==> src/rtl/multicycle_control.sv <==
// Multi-cycle MIPS main controller: Moore FSM sequencing fetch/decode/execute/memory/writeback.
// Optional jump support is enabled by defining CTRL_JUMP_EN.
module multicycle_control #(
   parameter int unsigned OPCODE_W = 6,
   parameter int unsigned ALUOP_W  = 3,
   parameter int unsigned CNT_W    = 16
) (
   input  logic                clk,
   input  logic                rst,
   input  logic [OPCODE_W-1:0] opcode,
   input  logic                mem_ready,
   output logic                pc_write,
   output logic                pc_write_eq,
   output logic                pc_write_ne,
   output logic                iord,
   output logic                mem_read,
   output logic                mem_write,
   output logic                ir_write,
   output logic                reg_dst,
   output logic                mem_to_reg,
   output logic                reg_write,
   output logic                alu_src_a,
   output logic [1:0]          alu_src_b,
   output logic [ALUOP_W-1:0]  alu_op,
   output logic [1:0]          pc_source,
   output logic                illegal,
   output logic [3:0]          state,
   output logic [CNT_W-1:0]    instr_count
);

   typedef enum logic [3:0] {
      S_FETCH  = 4'd0,
      S_DECODE = 4'd1,
      S_MEMADR = 4'd2,
      S_MEMRD  = 4'd3,
      S_MEMWB  = 4'd4,
      S_MEMWR  = 4'd5,
      S_EXEC   = 4'd6,
      S_ALUWB  = 4'd7,
      S_IEXEC  = 4'd8,
      S_IWB    = 4'd9,
      S_BRANCH = 4'd10,
      S_JUMP   = 4'd11
   } state_t;

   localparam logic [OPCODE_W-1:0] OP_RTYPE = OPCODE_W'(6'b000000);
   localparam logic [OPCODE_W-1:0] OP_LW    = OPCODE_W'(6'b100011);
   localparam logic [OPCODE_W-1:0] OP_SW    = OPCODE_W'(6'b101011);
   localparam logic [OPCODE_W-1:0] OP_ADDI  = OPCODE_W'(6'b001000);
   localparam logic [OPCODE_W-1:0] OP_ANDI  = OPCODE_W'(6'b001100);
   localparam logic [OPCODE_W-1:0] OP_ORI   = OPCODE_W'(6'b001101);
   localparam logic [OPCODE_W-1:0] OP_BEQ   = OPCODE_W'(6'b000100);
   localparam logic [OPCODE_W-1:0] OP_BNE   = OPCODE_W'(6'b000101);
`ifdef CTRL_JUMP_EN
   localparam logic [OPCODE_W-1:0] OP_J     = OPCODE_W'(6'b000010);
`endif

   localparam logic [ALUOP_W-1:0] ALU_ADD   = ALUOP_W'(0);
   localparam logic [ALUOP_W-1:0] ALU_ADDI  = ALUOP_W'(1);
   localparam logic [ALUOP_W-1:0] ALU_ANDI  = ALUOP_W'(2);
   localparam logic [ALUOP_W-1:0] ALU_ORI   = ALUOP_W'(3);
   localparam logic [ALUOP_W-1:0] ALU_RTYPE = ALUOP_W'(4);
   localparam logic [ALUOP_W-1:0] ALU_SUB   = ALUOP_W'(5);

   state_t              state_q, state_n, state_d;
   logic [OPCODE_W-1:0] op_q, op_n, op_d;
   logic                undef_n;
   logic                retire;
   logic                jump_q;

   logic                pc_write_eq_n, pc_write_ne_n, iord_n, mem_read_n, mem_write_n;
   logic                reg_dst_n, mem_to_reg_n, reg_write_n, alu_src_a_n, jump_n;
   logic [1:0]          alu_src_b_n, pc_source_n;
   logic [ALUOP_W-1:0]  alu_op_n;

   // Next state and opcode latch
   always_comb begin
      state_n = state_q;
      op_n    = op_q;
      undef_n = 1'b0;
      case (state_q)
         S_FETCH:  if (mem_ready) state_n = S_DECODE;
         S_DECODE: begin
            op_n = opcode;
            case (opcode)
               OP_LW, OP_SW:             state_n = S_MEMADR;
               OP_RTYPE:                 state_n = S_EXEC;
               OP_ADDI, OP_ANDI, OP_ORI: state_n = S_IEXEC;
               OP_BEQ, OP_BNE:           state_n = S_BRANCH;
`ifdef CTRL_JUMP_EN
               OP_J:                     state_n = S_JUMP;
`endif
               default: begin
                  undef_n = 1'b1;
                  state_n = S_FETCH;
               end
            endcase
         end
         S_MEMADR: state_n = (op_q == OP_SW) ? S_MEMWR : S_MEMRD;
         S_MEMRD:  if (mem_ready) state_n = S_MEMWB;
         S_MEMWR:  if (mem_ready) state_n = S_FETCH;
         S_EXEC:   state_n = S_ALUWB;
         S_IEXEC:  state_n = S_IWB;
         default:  state_n = S_FETCH;
      endcase
   end

   assign retire = (state_q == S_MEMWB) || (state_q == S_ALUWB) || (state_q == S_IWB) ||
                   (state_q == S_BRANCH) || (state_q == S_JUMP) ||
                   ((state_q == S_MEMWR) && mem_ready);

   // Reset forces the FETCH decode so outputs stay consistent with state
   assign state_d = rst ? S_FETCH : state_n;
   assign op_d    = rst ? '0 : op_n;

   // Moore output decode of the upcoming state, registered alongside it
   always_comb begin
      pc_write_eq_n = 1'b0;
      pc_write_ne_n = 1'b0;
      iord_n        = 1'b0;
      mem_read_n    = 1'b0;
      mem_write_n   = 1'b0;
      reg_dst_n     = 1'b0;
      mem_to_reg_n  = 1'b0;
      reg_write_n   = 1'b0;
      alu_src_a_n   = 1'b0;
      jump_n        = 1'b0;
      alu_src_b_n   = 2'b00;
      pc_source_n   = 2'b00;
      alu_op_n      = ALU_ADD;
      case (state_d)
         S_FETCH: begin
            mem_read_n  = 1'b1;
            alu_src_b_n = 2'b01;
         end
         S_DECODE: alu_src_b_n = 2'b11;
         S_MEMADR: begin
            alu_src_a_n = 1'b1;
            alu_src_b_n = 2'b10;
         end
         S_MEMRD: begin
            mem_read_n = 1'b1;
            iord_n     = 1'b1;
         end
         S_MEMWB: begin
            reg_write_n  = 1'b1;
            mem_to_reg_n = 1'b1;
         end
         S_MEMWR: begin
            mem_write_n = 1'b1;
            iord_n      = 1'b1;
         end
         S_EXEC: begin
            alu_src_a_n = 1'b1;
            alu_op_n    = ALU_RTYPE;
         end
         S_ALUWB: begin
            reg_write_n = 1'b1;
            reg_dst_n   = 1'b1;
         end
         S_IEXEC: begin
            alu_src_a_n = 1'b1;
            alu_src_b_n = 2'b10;
            case (op_d)
               OP_ANDI: alu_op_n = ALU_ANDI;
               OP_ORI:  alu_op_n = ALU_ORI;
               default: alu_op_n = ALU_ADDI;
            endcase
         end
         S_IWB: reg_write_n = 1'b1;
         S_BRANCH: begin
            alu_src_a_n   = 1'b1;
            alu_op_n      = ALU_SUB;
            pc_source_n   = 2'b01;
            pc_write_eq_n = (op_d == OP_BEQ);
            pc_write_ne_n = (op_d == OP_BNE);
         end
         S_JUMP: begin
            pc_source_n = 2'b10;
            jump_n      = 1'b1;
         end
         default: ;
      endcase
   end

   always_ff @(posedge clk) begin
      state_q     <= state_d;
      op_q        <= op_d;
      pc_write_eq <= pc_write_eq_n;
      pc_write_ne <= pc_write_ne_n;
      iord        <= iord_n;
      mem_read    <= mem_read_n;
      mem_write   <= mem_write_n;
      reg_dst     <= reg_dst_n;
      mem_to_reg  <= mem_to_reg_n;
      reg_write   <= reg_write_n;
      alu_src_a   <= alu_src_a_n;
      alu_src_b   <= alu_src_b_n;
      alu_op      <= alu_op_n;
      pc_source   <= pc_source_n;
      jump_q      <= jump_n;
      if (rst) begin
         illegal     <= 1'b0;
         instr_count <= '0;
      end else begin
         illegal <= undef_n;
         if (retire) instr_count <= instr_count + CNT_W'(1);
      end
   end

   // IR/PC load in FETCH follows the memory handshake of the current cycle
   assign ir_write = (state_q == S_FETCH) && mem_ready;
   assign pc_write = ir_write || jump_q;
   assign state    = state_q;

endmodule

==> config.mk <==
export PLATFORM = sky130hd
export DESIGN_NAME = multicycle_control
export DESIGN_NICKNAME = d
export VERILOG_FILES = /design/src/rtl/multicycle_control.sv
export SDC_FILE = /design/constraint.sdc
export NUM_CORES = 1
export LEC_CHECK = 0
export BUFFER_PORTS_ARGS = -buffer_cell sky130_fd_sc_hd__buf_2
export CAP_MARGIN = 30
export CORE_MARGIN = 1.5
export CORE_UTILIZATION = 56
export CTS_CLUSTER_DIAMETER = 120
export DETAILED_ROUTE_END_ITERATION = 10
export PLACE_DENSITY = 0.83
export REMOVE_ABC_BUFFERS = 1
export SLEW_MARGIN = 25
export SYNTH_ARGS = -nofsm -noshare
export SYNTH_HDL_FRONTEND = slang
export SYNTH_SLANG_ARGS = --single-unit
==> constraint.sdc <==
create_clock -name clk -period 5.1 [get_ports clk]
set_input_delay 0.765 -clock clk [delete_from_list [all_inputs] [get_ports clk]]
set_output_delay 0.765 -clock clk [all_outputs]
set_load 0.01 [all_outputs]
# --- Yosys cells after proc, flatten, opt, wreduce, memory -nomap -nowiden ---
# Index checks and enable logic that the tools add are counted.
classes:
  n_addsub: 1
  eq_ne: 34
  muxes: 22
  bitwise: 1
  n_reduce_logical: 21
op_table:
  columns: ["operator", "count"]
  rows:
  - ["4-bit by 3-bit equality test with 1-bit output, second input constant", 8]
  - ["4-bit equality test, second input constant", 8]
  - ["6-bit by 4-bit equality test with 1-bit output, second input constant", 5]
  - ["4-bit one-hot mux with 7 select lines", 1]
  - ["6-bit by 3-bit equality test with 1-bit output, second input constant", 4]
  - ["6-bit equality test, second input constant", 3]
  - ["16-bit by 1-bit adder with 16-bit output, second input constant", 1]
  - ["4-bit by 2-bit equality test with 1-bit output, second input constant", 4]
  - ["4-bit 2-to-1 mux", 4]
  - ["4-bit one-hot mux with 4 select lines", 1]
  - ["6-bit 2-to-1 mux", 2]
  - ["2-bit OR reduction", 6]
  - ["1-bit 2-to-1 mux", 9]
  - ["3-bit one-hot mux with 3 select lines", 1]
  - ["4-bit by 1-bit equality test with 1-bit output, second input constant", 2]
  - ["4-bit zero test", 2]
  - ["2-bit one-hot mux with 2 select lines", 2]
  - ["8-bit OR reduction", 1]
  - ["6-bit zero test", 1]
  - ["1-bit logical OR", 6]
  - ["2-bit one-hot mux with 3 select lines", 1]
  - ["3-bit OR reduction", 2]
  - ["4-bit OR reduction", 1]
  - ["3-bit 2-to-1 mux", 1]
  - ["2 further kinds", 3]
word_totals:
  ff_bits: 44
  elab_cells: 96

# --- Longest topological paths before layout ---
# Gate-level depths: netlist of run 1.
depth:
  word_depth: 8
  ltp_mapped: 7

# --- Worst setup path after synthesis of run 1 ---
# Ideal clock, no wire load.
synth_timing:
  path_type: "input-to-reg"
  startpoint: "in opcode[0]"
  endpoint: "reg iord"
  setup_ns: 0.073
  arrival_time_ns: 2.099
  t_required_ns: 5.027
  path_slack_ns: 2.928
  path_stages: 5
  n_path_buf: 0
  path_cell_list: "or4_1 -> nor4_1 -> o31ai_2 -> or2_1 -> a21oi_1"
synth_between:
  elab_chain_cells: 8
  word_cells_on_any_way: 18
synth_lines:
  columns: ["item", "line", "source"]
  rows:
  - ["start, declared", "10", "input logic [OPCODE_W-1:0] opcode,"]
  - ["6-bit by 4-bit equality test with 1-bit output (tied with other cells)", "85", "case (opcode)"]
  - ["3-bit OR reduction (tied with other cells)", "85", null]
  - ["4-bit one-hot mux with 4 select lines *", "85", null]
  - ["4-bit one-hot mux with 7 select lines *", "81", "case (state_q)"]
  - ["4-bit 2-to-1 mux *", "113", "assign state_d = rst ? S_FETCH : state_n;"]
  - ["4-bit by 3-bit equality test with 1-bit output or 4-bit by 2-bit equality test with 1-bit output (tied branches)", "131", "case (state_d)"]
  - ["2-bit OR reduction (no source line) *", null, null]
  - ["1-bit 2-to-1 mux *", "131", null]
  - ["named net iord_n", "71", "logic pc_write_eq_n, pc_write_ne_n, iord_n, mem_read_n, mem_write_n;"]
  - ["end signal, assigned", "191", "iord <= iord_n;"]
  - ["end, declared", "15", "output logic iord,"]
# The timed path passes the listed nets; every way through them passes the cells marked *.
# A chain may end at the register's enable or synchronous reset.

# --- Final worst setup path of run 1 ---
layout_timing:
  startpoint: "reg state_q[2], in the netlist state[2]"
  endpoint: "out pc_write"
layout_between:
  elab_chain_cells: 3
layout_lines:
  columns: ["item", "line", "source"]
  rows:
  - ["start, declared", "65", "state_t state_q, state_n, state_d;"]
  - ["start signal, assigned", "187", "state_q <= state_d;"]
  - ["4-bit zero test", "212", "assign ir_write = (state_q == S_FETCH) && mem_ready;"]
  - ["1-bit logical AND", "212", null]
  - ["1-bit logical OR", "213", "assign pc_write = ir_write || jump_q;"]
  - ["end, declared", "12", "output logic pc_write,"]
# No other way between the ends.

==> metrics, run 1 <==
outcome=completed; highest-delay cell along the critical path=dfxtp_1; DR iter-0 viols=104; RSZ-0062 raised after global routing=false; Slew headroom=0.620; critical path fanouts, max=16; reg2reg setup slack=2760 ps; initial core utilization=0.592; Worst-path clk slew=120 ps; Largest register FFs=16; clk sinks=44; Syn Std Cell Area=1990 sq um; drt pass-1 iters=4; Max-cap violations=0; PortBufs=47; die height=62.6 um; Final Total Pwr=0.000643 W; Detailed Place HPWL=2840 um; global placer's final weighted congestion=0.905; slowest stage delay, CP=700 ps; worst hold path type=register to register; Worst IR Drop VDD=0.153 mV; Synth Flop Type=dfxtp_1; Max Transition Viols Final=0; via count=1713; Seq/Total Area, Yosys=0.442; worst-case clock buffer depth=2; Die Width=62.6 um; ranking of synthesized cells by area=dfxtp_1 (44%), a21oi_1 (3.8%), mux2i_1 (3.0%); WP data arrival=1770 ps; Post-CTS Resized=0; layout cell share with drive strength beyond 1=0.245; GRT overflow=0; Core Util, Final=0.694; commonest non-fill, non-tap cell in the layout=buf_2; number of flops mapped to enable cells by yosys=0; final std cells w/o fill=307; Reg with most FFs=instr_count; area of the multi-input gates=1030 sq um; maximum number of pins on one net before global-route repair=28; Die ar.=3920 sq um; first-pass GRT wire length=6530 um; DR WL/cell=12.9 um; FF/Latch Area=881 sq um; total track usage=0.209; CTS root buf=clkbuf_4; Top-Level Pins=48; most frequent cell on the critical path=or2_2; cell taking the most area after synthesis=dfxtp_1; Leakage Power=0.973 nW; RR Endpoint=instr_count[15]; synthesized area per cell=9.26 sq um; Syn. warnings=0; commonest non-fill, non-tap cells in the layout=buf_2 (47), dfxtp_1 (44), nor2_1 (16); vias in the first global route=1457; FP Rows=21; Hold Violations, Final=0; fmax=395 MHz; Worst-Margin Slew=569 ps; R2R Path Start=state[2]; TritonCTS clock tree=built; Core ar.=3360 sq um; part of the cycle the worst path needs=0.496; postcts setup bufs=0; CP delay by family, top=flip-flops; Mapped Cells=215; detailed-route DRC error count=0; hold depth=2; initial antenna violation count=0; Routed Wire Length=3960 um; Setup TNS=0 ps; number of hold buffers added after cts=0; Hold Path End=op_q[2]; Reg2Reg Depth=5; TritonCTS buffer count=5; Placed Cells incl. Taps=299; Layout Skew=7.45 ps; number of diodes=0; WP buf/inv=1; Synth top area share=0.442; final setup fails=0; Setup crit end kind=output port; Clock Latency Late Sink=350 ps; ANT nets after route=0; nets@finish=270; # fillers=301; total number of H-tree levels=2; worst-path cell chain=or2_2 > nor3_1 > or2_2 > buf_2; Vias per Instance=5.58; Hold Crit Start=op_q[2]; post-synthesis cell type count=51; crit path kind=register to output port; crit start category=register; CP required=4340 ps; Post-synth ARST share=0; flops & latches, synth=44; Period minus WS final=2530 ps; power per cell area=276 nW/um^2; Layout area overhead=17.1%
[tightest hold or removal path: stages, from the launching register on]
cell and delay [ps]:
dfxtp_1 330, nand2_1 50, a21oi_1 80
[report_power, final]
group          internal (W)  switching (W)
Combinational     0.0000207      0.0000298
Sequential         0.000350     0.00000509
Clock              0.000130       0.000107
[metal layers]
| metal | track usage | vias to the layer above | wire [um] |
|---|---|---|---|
| met5 | 0 | - | 0 |
| met4 | 0.0806 | 0 | 43 |
| met3 | 0.0649 | 5 | 192 |
| met2 | 0.327 | 45 | 1870 |
| met1 | 0.270 | 790 | 1860 |
| li1 | - | 873 | - |
[logic make-up (layout without fill, tap and decap cells)]
kind of cell | after synthesis | in the layout | synth area share
xor+xnor | 5 | 5 | 0.0220
mux | 7 | 7 | 0.0358
flops | 44 | 44 | 0.442
buf+inv | 19 | 64 | 0.0421
other cells | 1 | 2 | 0.00188
compound gates | 49 | 49 | 0.182
simple gates | 89 | 89 | 0.268
fa+ha+maj | 1 | 1 | 0.00628
[synth_stat cells (3+ instances only)]
cell       n
nand2b_1   4
nor3_1     5
and3_1     5
buf_2      4
nand2_1    9
mux2i_1    6
nor2b_1    7
or4_1      7
o21ai_0    7
o21ai_1    3
o31ai_1    6
a21oi_1   15
dfxtp_1   44
nor2_1    16
nand3_1    8
nand4_1    5
clkbuf_1   5
xnor2_1    5
inv_1      9
or3_1      5
or2_1      3
[final cells by class]
cell class | instances | share of cell area
clock buffer | 7 | 0.0279
clock inverter | 1 | 0.0129
inverter | 9 | 0.0145
multi-input combinational | 153 | 0.442
sequential | 44 | 0.377
tap | 46 | 0.0247
timing repair buffer | 47 | 0.101
[worst max-delay path by stage]
stage	from	to	slack [ps]	cells after the start
after global placement	opcode[0]	iord	2690	6
final	state[2]	pc_write	2570	4
after CTS	state[2]	pc_write	2540	4
after floorplan	opcode[0]	iord	2930	5
after detailed placement	opcode[0]	iord	2670	6
after global routing	state[2]	pc_write	2450	4
[metrics by stage]
stage	cell area (sq um)	worst slack, ps	hold slack [ps]
2_1_floorplan	1950	2930	442
3_3_place_gp	2240	2690	467
3_5_place_dp	2240	2670	480
4_1_cts	2330	2540	498
5_1_grt	2330	2450	513
6_report	2330	2570	498
Note: power is estimated with default switching activity, not from simulation.
==> run 2: changes to the inputs <==
--- a/config.mk
+++ b/config.mk
@@ -5,13 +5,14 @@
 export SDC_FILE = /design/constraint.sdc
 export NUM_CORES = 1
 export LEC_CHECK = 0
+export ABC_AREA = 1
 export BUFFER_PORTS_ARGS = -buffer_cell sky130_fd_sc_hd__buf_2
 export CAP_MARGIN = 30
 export CORE_MARGIN = 1.5
-export CORE_UTILIZATION = 56
+export CORE_UTILIZATION = 48
 export CTS_CLUSTER_DIAMETER = 120
 export DETAILED_ROUTE_END_ITERATION = 10
-export PLACE_DENSITY = 0.83
+export PLACE_DENSITY = 0.75
 export REMOVE_ABC_BUFFERS = 1
 export SLEW_MARGIN = 25
 export SYNTH_ARGS = -nofsm -noshare
==> constraint.sdc (replaced) <==
create_clock -name clk -period 2.3 [get_ports clk]
set_input_delay 0.345 -clock clk [delete_from_list [all_inputs] [get_ports clk]]
set_output_delay 0.345 -clock clk [all_outputs]
set_load 0.01 [all_outputs]
==> run 2 against run 1 <==
Routed wire length up 18%. Final area increased by 9.8%. First-iteration DRC count increased by 0.96%. Core utilization down 7.1 points. Clock skew shrank 3.4 ps. Clock-buffer cell count fell by 2. Flip-flop and latch count is the same. Largest cell class unchanged.
==> metrics, run 2 <==
outcome=completed; via count=2044; clk sinks=44; TritonCTS clock tree=built; crit path kind=register to output port; PnR worst setup slack=511 ps; Top-Level Pins=48; post-synthesis cell type count=30; commonest non-fill, non-tap cells in the layout=nand2_1 (75), buf_2 (47), dfxtp_1 (44); Clock Latency Late Sink=300 ps; pre-CTS WS=588 ps; CTS root buf=clkbuf_8; Syn Std Cell Area=2120 sq um; Sequential Power Share=0.456; part of the cycle the worst path needs=0.778; Max Transition Viols Final=0; Seq/Total Area, Yosys=0.416; Synth top area share=0.416; commonest non-fill, non-tap cell in the layout=nand2_1; drt pass-1 iters=4; fmax=559 MHz; worst-path cell chain=nor2_1 > nand3_1 > inv_1 > or2_2 > buf_2; Mapped Cells=310; number of diodes=0; Worst-path clk slew=80 ps; Layout area overhead=20.8%; CP delay by family, top=simple AND/OR/NAND/NOR gates; Largest register FFs=16; total track usage=0.196; number of flops mapped to enable cells by yosys=0; Period minus WS final=1790 ps; vias in the first global route=1784; switching share of power=0.210; Worst IR Drop VDD=0.351 mV; P_sw=0.000364 W; Synth Flop Type=dfxtp_1; Routed Wire Length=4670 um; most frequent cell after synthesis=nand2_1; FP Rows=23; Core ar.=4120 sq um; Slew headroom=0.666; Internal=0.00137 W; Hold Violations, Final=0; most frequent cells after synthesis=nand2_1 (75), dfxtp_1 (44), nor2_1 (42), inv_1 (38), nand3_1 (27); layout cell share with drive strength beyond 1=0.243; worst-case clock buffer depth=2; highest-delay cell along the critical path=dfxtp_1; DR iter-0 viols=105; worst hold path type=primary input to register; final setup fails=0; PortBufs=47; Vias per Instance=4.96; nets@finish=371; slowest stage delay, CP=450 ps; synthesized area per cell=6.84 sq um; GRT overflow=0; Max-cap violations=0; critical path fanouts, max=6; maximum number of pins on one net before global-route repair=18; Leakage Power=1.30 nW; Worst-Margin Slew=500 ps; Reg with most FFs=instr_count; die height=69.5 um; TritonCTS buffer count=5; number of hold buffers added after cts=0; total number of H-tree levels=2; global placer's final weighted congestion=0.832; postcts setup bufs=0; Die Width=69.5 um; initial antenna violation count=0; Logic pwr share=0.075; clock power share=0.469; initial core utilization=0.515; WP buf/inv=2; Post-synth ARST share=0; Post-CTS Resized=0; Setup TNS=0 ps; Detailed Place HPWL=3390 um; detailed-route DRC error count=0; CP required=1960 ps; crit start category=register; DR WL/cell=11.3 um; flops & latches, synth=44; WP data arrival=1440 ps; power per cell area=676 nW/um^2; cell taking the most area after synthesis=dfxtp_1; ranking of synthesized cells by area=dfxtp_1 (42%), nand2_1 (13%), nor2_1 (7.4%); ANT nets after route=0; Die ar.=4820 sq um; RSZ-0062 raised after global routing=false; first-pass GRT wire length=7770 um; Setup crit end kind=output port; Layout Skew=4.10 ps; Syn. warnings=0
[run 2: final cells by class]
class | instances | area [sq um]
fillers | 390 | 1550
repair buffers | 47 | 235
flip-flops and latches | 44 | 881
clock buffers | 5 | 68.8
well taps | 50 | 62.6
multi-input cells | 216 | 1050
clock inverters | 3 | 90.1
inverters | 47 | 178
[run 2: final timing paths]
check	startpoint	end	slack (ps)	cells past startpoint
setup / recovery	state[1]	pc_write	510	5
hold / removal	opcode[2]	op_q[2]	350	3
setup reg to reg	state[1]	instr_count[3]	550	7
hold reg to reg	instr_count[13]	instr_count[13]	500	2
[run 2: cell families (layout without fill, tap and decap cells)]
group / after synthesis / count (layout) / synth area share
buf+inv: 51 / 102 / 0.0927
other cells: 1 / 2 / 0.00177
simple gates: 179 / 179 / 0.385
compound gates: 28 / 28 / 0.0738
flops: 44 / 44 / 0.416
xor+xnor: 6 / 6 / 0.0248
fa+ha+maj: 1 / 1 / 0.00590
[run 2: through the flow]
step | total power (W) | std cells | area [sq um] | utilization | hold WS [ps]
floorplan | 0.000895 | 307 | 2100 | - | 414
finish | 0.00173 | 412 | 2560 | 0.622 | 351
global placement | 0.000936 | 404 | 2400 | 0.584 | 485
global route | 0.00179 | 412 | 2560 | 0.622 | 365
CTS | 0.00174 | 412 | 2560 | 0.622 | 344
detailed placement | 0.000938 | 404 | 2400 | 0.584 | 492
[run 2: worst min-delay path, delay by kind of cell]
family	cells	cell delay, ps
buffers and inverters	2	160
AOI/OAI and AO/OA	1	110
[run 2: power by group through the flow]
| stage | Sequential, W | Clock, W | Combinational, W |
|---|---|---|---|
| 2_1_floorplan | 0.000812 | 0 | 0.0000831 |
| 3_3_place_gp | 0.000807 | 0 | 0.000128 |
| 3_5_place_dp | 0.000808 | 0 | 0.000130 |
| 4_1_cts | 0.000790 | 0.000821 | 0.000131 |
| 5_1_grt | 0.000793 | 0.000851 | 0.000147 |
| 6_report | 0.000790 | 0.000811 | 0.000130 |
[run 2: per-layer routing]
layer | routed length (um) | up-vias | global-route usage
met4 | 57 | 0 | 0.0632
met2 | 2280 | 51 | 0.347
met1 | 2100 | 921 | 0.236
met5 | 0 | - | 0
li1 | - | 1064 | -
met3 | 226 | 8 | 0.0392
